`src/rtl/scan_pkg.sv`:
```
// Shared constants and helpers for the 4x4 key matrix scan path.
package scan_pkg;

  localparam int unsigned NUM_COLS = 4;
  localparam int unsigned NUM_ROWS = 4;
  localparam int unsigned NUM_KEYS = 16;
  localparam int unsigned COL_W    = 2;
  localparam int unsigned ROW_W    = 2;
  localparam int unsigned KEY_W    = 4;

  // Key index = col*4 + row; with four rows this is the plain concatenation.
  function automatic logic [KEY_W-1:0] key_idx(input logic [COL_W-1:0] col,
                                               input logic [ROW_W-1:0] row);
    return {col, row};
  endfunction

endpackage

```
`src/rtl/key_debounce.sv`:
```
// Per-key frame-rate debouncer: flips the debounced level after
// DEBOUNCE_SCANS consecutive differing samples; flags 0->1 flips.
module key_debounce #(
  parameter int unsigned DEBOUNCE_SCANS = 4
) (
  input  logic clk,
  input  logic rst_n,
  input  logic sample_en,
  input  logic sample,
  output logic state,
  output logic press_pulse
);

  localparam int unsigned CNT_W = 4;
  localparam logic [CNT_W-1:0] CNT_LAST = CNT_W'(DEBOUNCE_SCANS - 1);

  logic             r_state;
  logic [CNT_W-1:0] r_cnt;
  logic             w_differ;
  logic             w_flip;

  assign w_differ    = sample_en && (sample != r_state);
  assign w_flip      = w_differ && (r_cnt == CNT_LAST);
  assign press_pulse = w_flip && !r_state;
  assign state       = r_state;

  // Debounce counter and debounced level, updated only at this key's sample edge.
  always_ff @(posedge clk or negedge rst_n) begin
    if (!rst_n) begin
      r_state <= 1'b0;
      r_cnt   <= '0;
    end else if (sample_en) begin
      if (!w_differ) begin
        r_cnt <= '0;
      end else if (w_flip) begin
        r_state <= ~r_state;
        r_cnt   <= '0;
      end else begin
        r_cnt <= r_cnt + CNT_W'(1);
      end
    end
  end

endmodule

```
`src/rtl/key_matrix_scanner.sv`:
```
// 4x4 active-low key matrix scanner: column strobe, row synchronizer,
// per-key debounce and a lowest-index-first press event queue.
module key_matrix_scanner
  import scan_pkg::*;
#(
  parameter int unsigned SETTLE_CYCLES  = 3,
  parameter int unsigned DEBOUNCE_SCANS = 4
) (
  input  logic                clk_scan,
  input  logic                rst_n,
  output logic [NUM_COLS-1:0] col_n,
  input  logic [NUM_ROWS-1:0] row_n,
  output logic [COL_W-1:0]    scan_col,
  output logic [NUM_KEYS-1:0] key_state,
  output logic                key_valid,
  output logic [KEY_W-1:0]    key_code,
  input  logic                key_ready
);

  localparam int unsigned PH_W = (SETTLE_CYCLES < 2) ? 1 : $clog2(SETTLE_CYCLES + 1);
  localparam logic [PH_W-1:0] PH_LAST = PH_W'(SETTLE_CYCLES);

  logic [PH_W-1:0]     r_phase;
  logic [COL_W-1:0]    r_scan_col;
  logic [NUM_COLS-1:0] r_col_n;
  logic [NUM_ROWS-1:0] r_row_s1;
  logic [NUM_ROWS-1:0] r_row_s2;
  logic [NUM_KEYS-1:0] r_pending;

  logic                w_sample_edge;
  logic [COL_W-1:0]    w_col_next;
  logic [NUM_ROWS-1:0] w_rows;
  logic [NUM_KEYS-1:0] w_key_state;
  logic [NUM_KEYS-1:0] w_press;
  logic [NUM_KEYS-1:0] w_clear;
  logic [KEY_W-1:0]    w_code;
  logic                w_valid;

  assign w_sample_edge = (r_phase == PH_LAST);
  assign w_col_next    = r_scan_col + COL_W'(1);
  assign w_rows        = ~r_row_s2;

  // Phase counter and column driver; column advances on the sample edge.
  always_ff @(posedge clk_scan or negedge rst_n) begin
    if (!rst_n) begin
      r_phase    <= '0;
      r_scan_col <= '0;
      r_col_n    <= 4'b1110;
    end else if (w_sample_edge) begin
      r_phase    <= '0;
      r_scan_col <= w_col_next;
      r_col_n    <= ~(NUM_COLS'(1) << w_col_next);
    end else begin
      r_phase <= r_phase + PH_W'(1);
    end
  end

  // Two-flop synchronizer on the asynchronous row returns (idle high).
  always_ff @(posedge clk_scan or negedge rst_n) begin
    if (!rst_n) begin
      r_row_s1 <= '1;
      r_row_s2 <= '1;
    end else begin
      r_row_s1 <= row_n;
      r_row_s2 <= r_row_s1;
    end
  end

  // One debouncer per key; only the driven column's keys see a sample edge.
  for (genvar c = 0; c < NUM_COLS; c++) begin : g_col
    for (genvar r = 0; r < NUM_ROWS; r++) begin : g_row
      localparam int unsigned K = 32'(key_idx(COL_W'(c), ROW_W'(r)));
      key_debounce #(
        .DEBOUNCE_SCANS(DEBOUNCE_SCANS)
      ) u_deb (
        .clk        (clk_scan),
        .rst_n      (rst_n),
        .sample_en  (w_sample_edge && (r_scan_col == COL_W'(c))),
        .sample     (w_rows[r]),
        .state      (w_key_state[K]),
        .press_pulse(w_press[K])
      );
    end
  end

  // Lowest-set-bit priority encoder over the pending mask.
  always_comb begin
    w_code = '0;
    for (int i = NUM_KEYS - 1; i >= 0; i--) begin
      if (r_pending[i]) w_code = KEY_W'(i);
    end
  end

  assign w_valid = |r_pending;
  assign w_clear = (w_valid && key_ready) ? (NUM_KEYS'(1) << w_code) : '0;

  // Pending press mask: a new press wins over a same-edge acceptance.
  always_ff @(posedge clk_scan or negedge rst_n) begin
    if (!rst_n) begin
      r_pending <= '0;
    end else begin
      r_pending <= (r_pending & ~w_clear) | w_press;
    end
  end

  assign col_n     = r_col_n;
  assign scan_col  = r_scan_col;
  assign key_state = w_key_state;
  assign key_valid = w_valid;
  assign key_code  = w_code;

endmodule

```
`config.mk`:
```
export PLATFORM = sky130hd
export DESIGN_NAME = key_matrix_scanner
export DESIGN_NICKNAME = d
export VERILOG_FILES = /design/src/rtl/scan_pkg.sv /design/src/rtl/key_debounce.sv /design/src/rtl/key_matrix_scanner.sv
export SDC_FILE = /design/constraint.sdc
export NUM_CORES = 1
export LEC_CHECK = 0
export BUFFER_PORTS_ARGS = -buffer_cell sky130_fd_sc_hd__buf_2
export CAP_MARGIN = 20
export CORE_ASPECT_RATIO = 0.5
export CORE_UTILIZATION = 55
export DETAILED_ROUTE_END_ITERATION = 7
export MAX_ROUTING_LAYER = met4
export PLACE_DENSITY = 0.73
export SETUP_SLACK_MARGIN = 0.2
export SKIP_CTS_REPAIR_TIMING = 1
export SYNTH_ARGS = -nofsm -noshare
export SYNTH_HDL_FRONTEND = slang
export SYNTH_SLANG_ARGS = --single-unit
```
`constraint.sdc`:
```
create_clock -name clk_scan -period 1.9 [get_ports clk_scan]
set_input_delay 0.285 -clock clk_scan [delete_from_list [all_inputs] [get_ports clk_scan]]
set_output_delay 0.285 -clock clk_scan [all_outputs]
set_load 0.02 [all_outputs]
```
==> run metrics <==
post-synthesis mux area share 0.00711; Hold Vio Cnt, Final 5; Synth Cell Area 5630 um^2; Post-Route Utilization 0.694; die width 145 um; maxcap violations 0; TritonCTS buffer count 9; gr ovfl total 0; Seq/Total Area, Yosys 0.500; routed wire length 12300 um; clock root buffer clkbuf_16; DRC 0; main combinational cell family by area after synthesis simple AND/OR/NAND/NOR gates; CTS tree built; Post-Syn Nets 610; GP Congestion 0.862; Synth Flop Type dfrtp_1; Setup-failing EPs final 5; count leader, synth dfrtp_1; drt first-iter violations 336; htree depth 3; outcome finished with violations; initial antenna violation count 0; Buffers on Ports 33; Tmin final roughly 2.2 ns; power per cell area 858 nW/um^2; failing checks hold timing, setup timing; starting density of the core 0.581; Post-synth EDFFs 0; first-pass GRT wire length 19700 um; Peak VDD IR 0.535 mV; Fmax ~450 MHz; die area approximately 11000 um^2; antenna viol nets, final 0; Syn-to-layout area delta 19.4%; CTS max path bufs 2; Synth area leader dfrtp_1; CP required approximately 1.6 ns; syn_area_per_cell about 9.7 um^2; fraction of layout cells with a size suffix above 1 0.235; fin. max-slew vios 0; WHS -0.0229 ns; Final HPWL DP 7940 um; Slew @ Worst Pin 0.597 ns; Setup WS post-layout -0.311 ns; Setup Skew 0.00484 ns; Post-Synth Simple-Gate Area 0.207; Syn. warnings 0; compound-cell area share of the yosys netlist 0.168; asr flop ratio synth 1.00; Tcrit/Tclk final 1.16; number of global-route vias before repair 4081; via total after detailed routing between 4000 and 5000; crit start category register; GRT Util Overall 0.243; # diodes 0; area of the core 9700 um^2; flops & latches, synth 112; DP Worst Slack between 0.02 and 0.03 ns; CP arrival 1.93 ns; Synth area leaders dfrtp_1, nand2_1, dfstp_2; max_slew headroom 0.602; worst hold-check path type in -> async; Synth Area in Adders 0.0467; Leakage 2.97 nW; Netlist cell types 56; largest net degree at the start of global routing about 110; post-synthesis xor/xnor area fraction 0.0280; Cells after Synth around 580; Boundary Pins 34; CTS clock-pin slew for the worst setup and hold paths 0.07 ns; Synth top area share 0.449; Critical Path End Type output pin; vias per cell roughly 5.6; clk sink count 112; row count 25; top post-synthesis cells by count dfrtp_1, nand2_1, o21ai_1; drt wl/cell 15.9 um; Clk Latency, worst-skew pair 0.35 ns; Die H 73.5 um; critical path type reg -> out; setup TNS -0.646 ns; drt pass-1 iters 5; final net count about 670; CP Max Fanout 4; RSZ-0062 raised after global routing true
==> routing by layer <==
metal / GRT usage / share of wire / vias to the layer above / wire (um)
met3: 0.0553 / 0.042 / 27 / 517
met5: - / 0 / - / 0
met4: 0.0737 / 0.021 / 0 / 256
li1: - / - / 2157 / -
met1: 0.325 / 0.49 / 2102 / 6020
met2: 0.373 / 0.45 / 96 / 5550
==> kinds of logic (layout without fill, tap and decap cells) <==
logic type | Yosys count | count (layout)
flops | 112 | 112
simple gates | 230 | 230
xor+xnor | 18 | 18
mux | 4 | 4
buf+inv | 46 | 107
compound gates | 151 | 151
fa+ha+maj | 21 | 21
==> final cells by class <==
class / instances / area, um^2
clock inverters: 3 / 40.0
fillers: 713 / 2970
flip-flops and latches: 112 / 2820
multi-input cells: 424 / 2830
inverters: 16 / 60.1
clock buffers: 13 / 260
repair buffers: 75 / 551
well taps: 135 / 169
==> power breakdown <==
group          internal (mW)  switching, mW  total, mW
combinational          0.576          0.638       1.21
clock                   1.09          0.831       1.92
sequential              2.50          0.129       2.63
==> metrics by stage <==
| stage | instance area [um^2] | total power, mW | cells | hold WS [ns] |
|---|---|---|---|---|
| CTS | 6330 | 5.45 | 765 | 0.0189 |
| detailed placement | 6030 | 3.53 | 749 | 0.349 |
| finish | 6730 | 5.77 | 778 | -0.0229 |
| floorplan | 5630 | 3.18 | 582 | -0.0106 |
| global route | 6730 | 5.99 | 778 | 0.0137 |
| global placement | 6030 | 3.52 | 749 | 0.345 |
==> flip-flops by register name (all words and copies together) (netlist names) <==
signal and cells:
r_pending 16, r_row_s1 4, col_n 4, r_row_s2 4, g_col.g_row.u_deb.state 16, scan_col 2, r_phase 2, g_col.g_row.u_deb.r_cnt 64
==> final timing paths <==
check / start / to / cells past startpoint / slack [ns]
setup / recovery: r_pending[6]$_DFF_PN0_ / key_code[0] / 4 / -0.31
hold / removal: rst_n / g_col[3].g_row[2].u_deb.r_cnt[2]$_DFFE_PN0P_ / 2 / -0.02
setup reg to reg: r_pending[5]$_DFF_PN0_ / r_pending[8]$_DFF_PN0_ / 7 / 0.02
hold reg to reg: r_row_s1[3]$_DFF_PN1_ / r_row_s2[3]$_DFF_PN1_ / 0 / 0.36
max in group asynchronous: rst_n / scan_col[0]$_DFFE_PN0P_ / 2 / 1.42
min in group clk_scan: row_n[2] / r_row_s1[2]$_DFF_PN1_ / 1 / 0.03
==> worst max-delay path: stages (launching register included) <==
cell	delay [ns]
dfrtp_1	0.39
nor2b_4	0.13
or4_4	0.51
a221oi_4	0.37
buf_6	0.17
==> cells in the final DEF (no fill, tap or decap), types with 6 or more instances in the layout <==
| cell | count |
|---|---|
| nand3_1 | 10 |
| nor3b_1 | 15 |
| clkbuf_16 | 9 |
| nand4b_1 | 6 |
| o31ai_1 | 18 |
| ha_1 | 18 |
| nor3_1 | 7 |
| nor2b_1 | 11 |
| a21oi_1 | 10 |
| dfrtp_1 | 98 |
| o21ai_1 | 47 |
| or2_1 | 7 |
| xor2_1 | 15 |
| dfstp_2 | 11 |
| nor2_1 | 31 |
| a31oi_1 | 6 |
| buf_4 | 38 |
| nand3b_1 | 8 |
| inv_1 | 16 |
| nand2_1 | 93 |
| o21ai_0 | 34 |
| buf_2 | 27 |
| a22o_1 | 9 |
| buf_6 | 8 |
| and2_1 | 6 |
| nand4_1 | 7 |
Note: power is estimated with default switching activity, not from simulation.
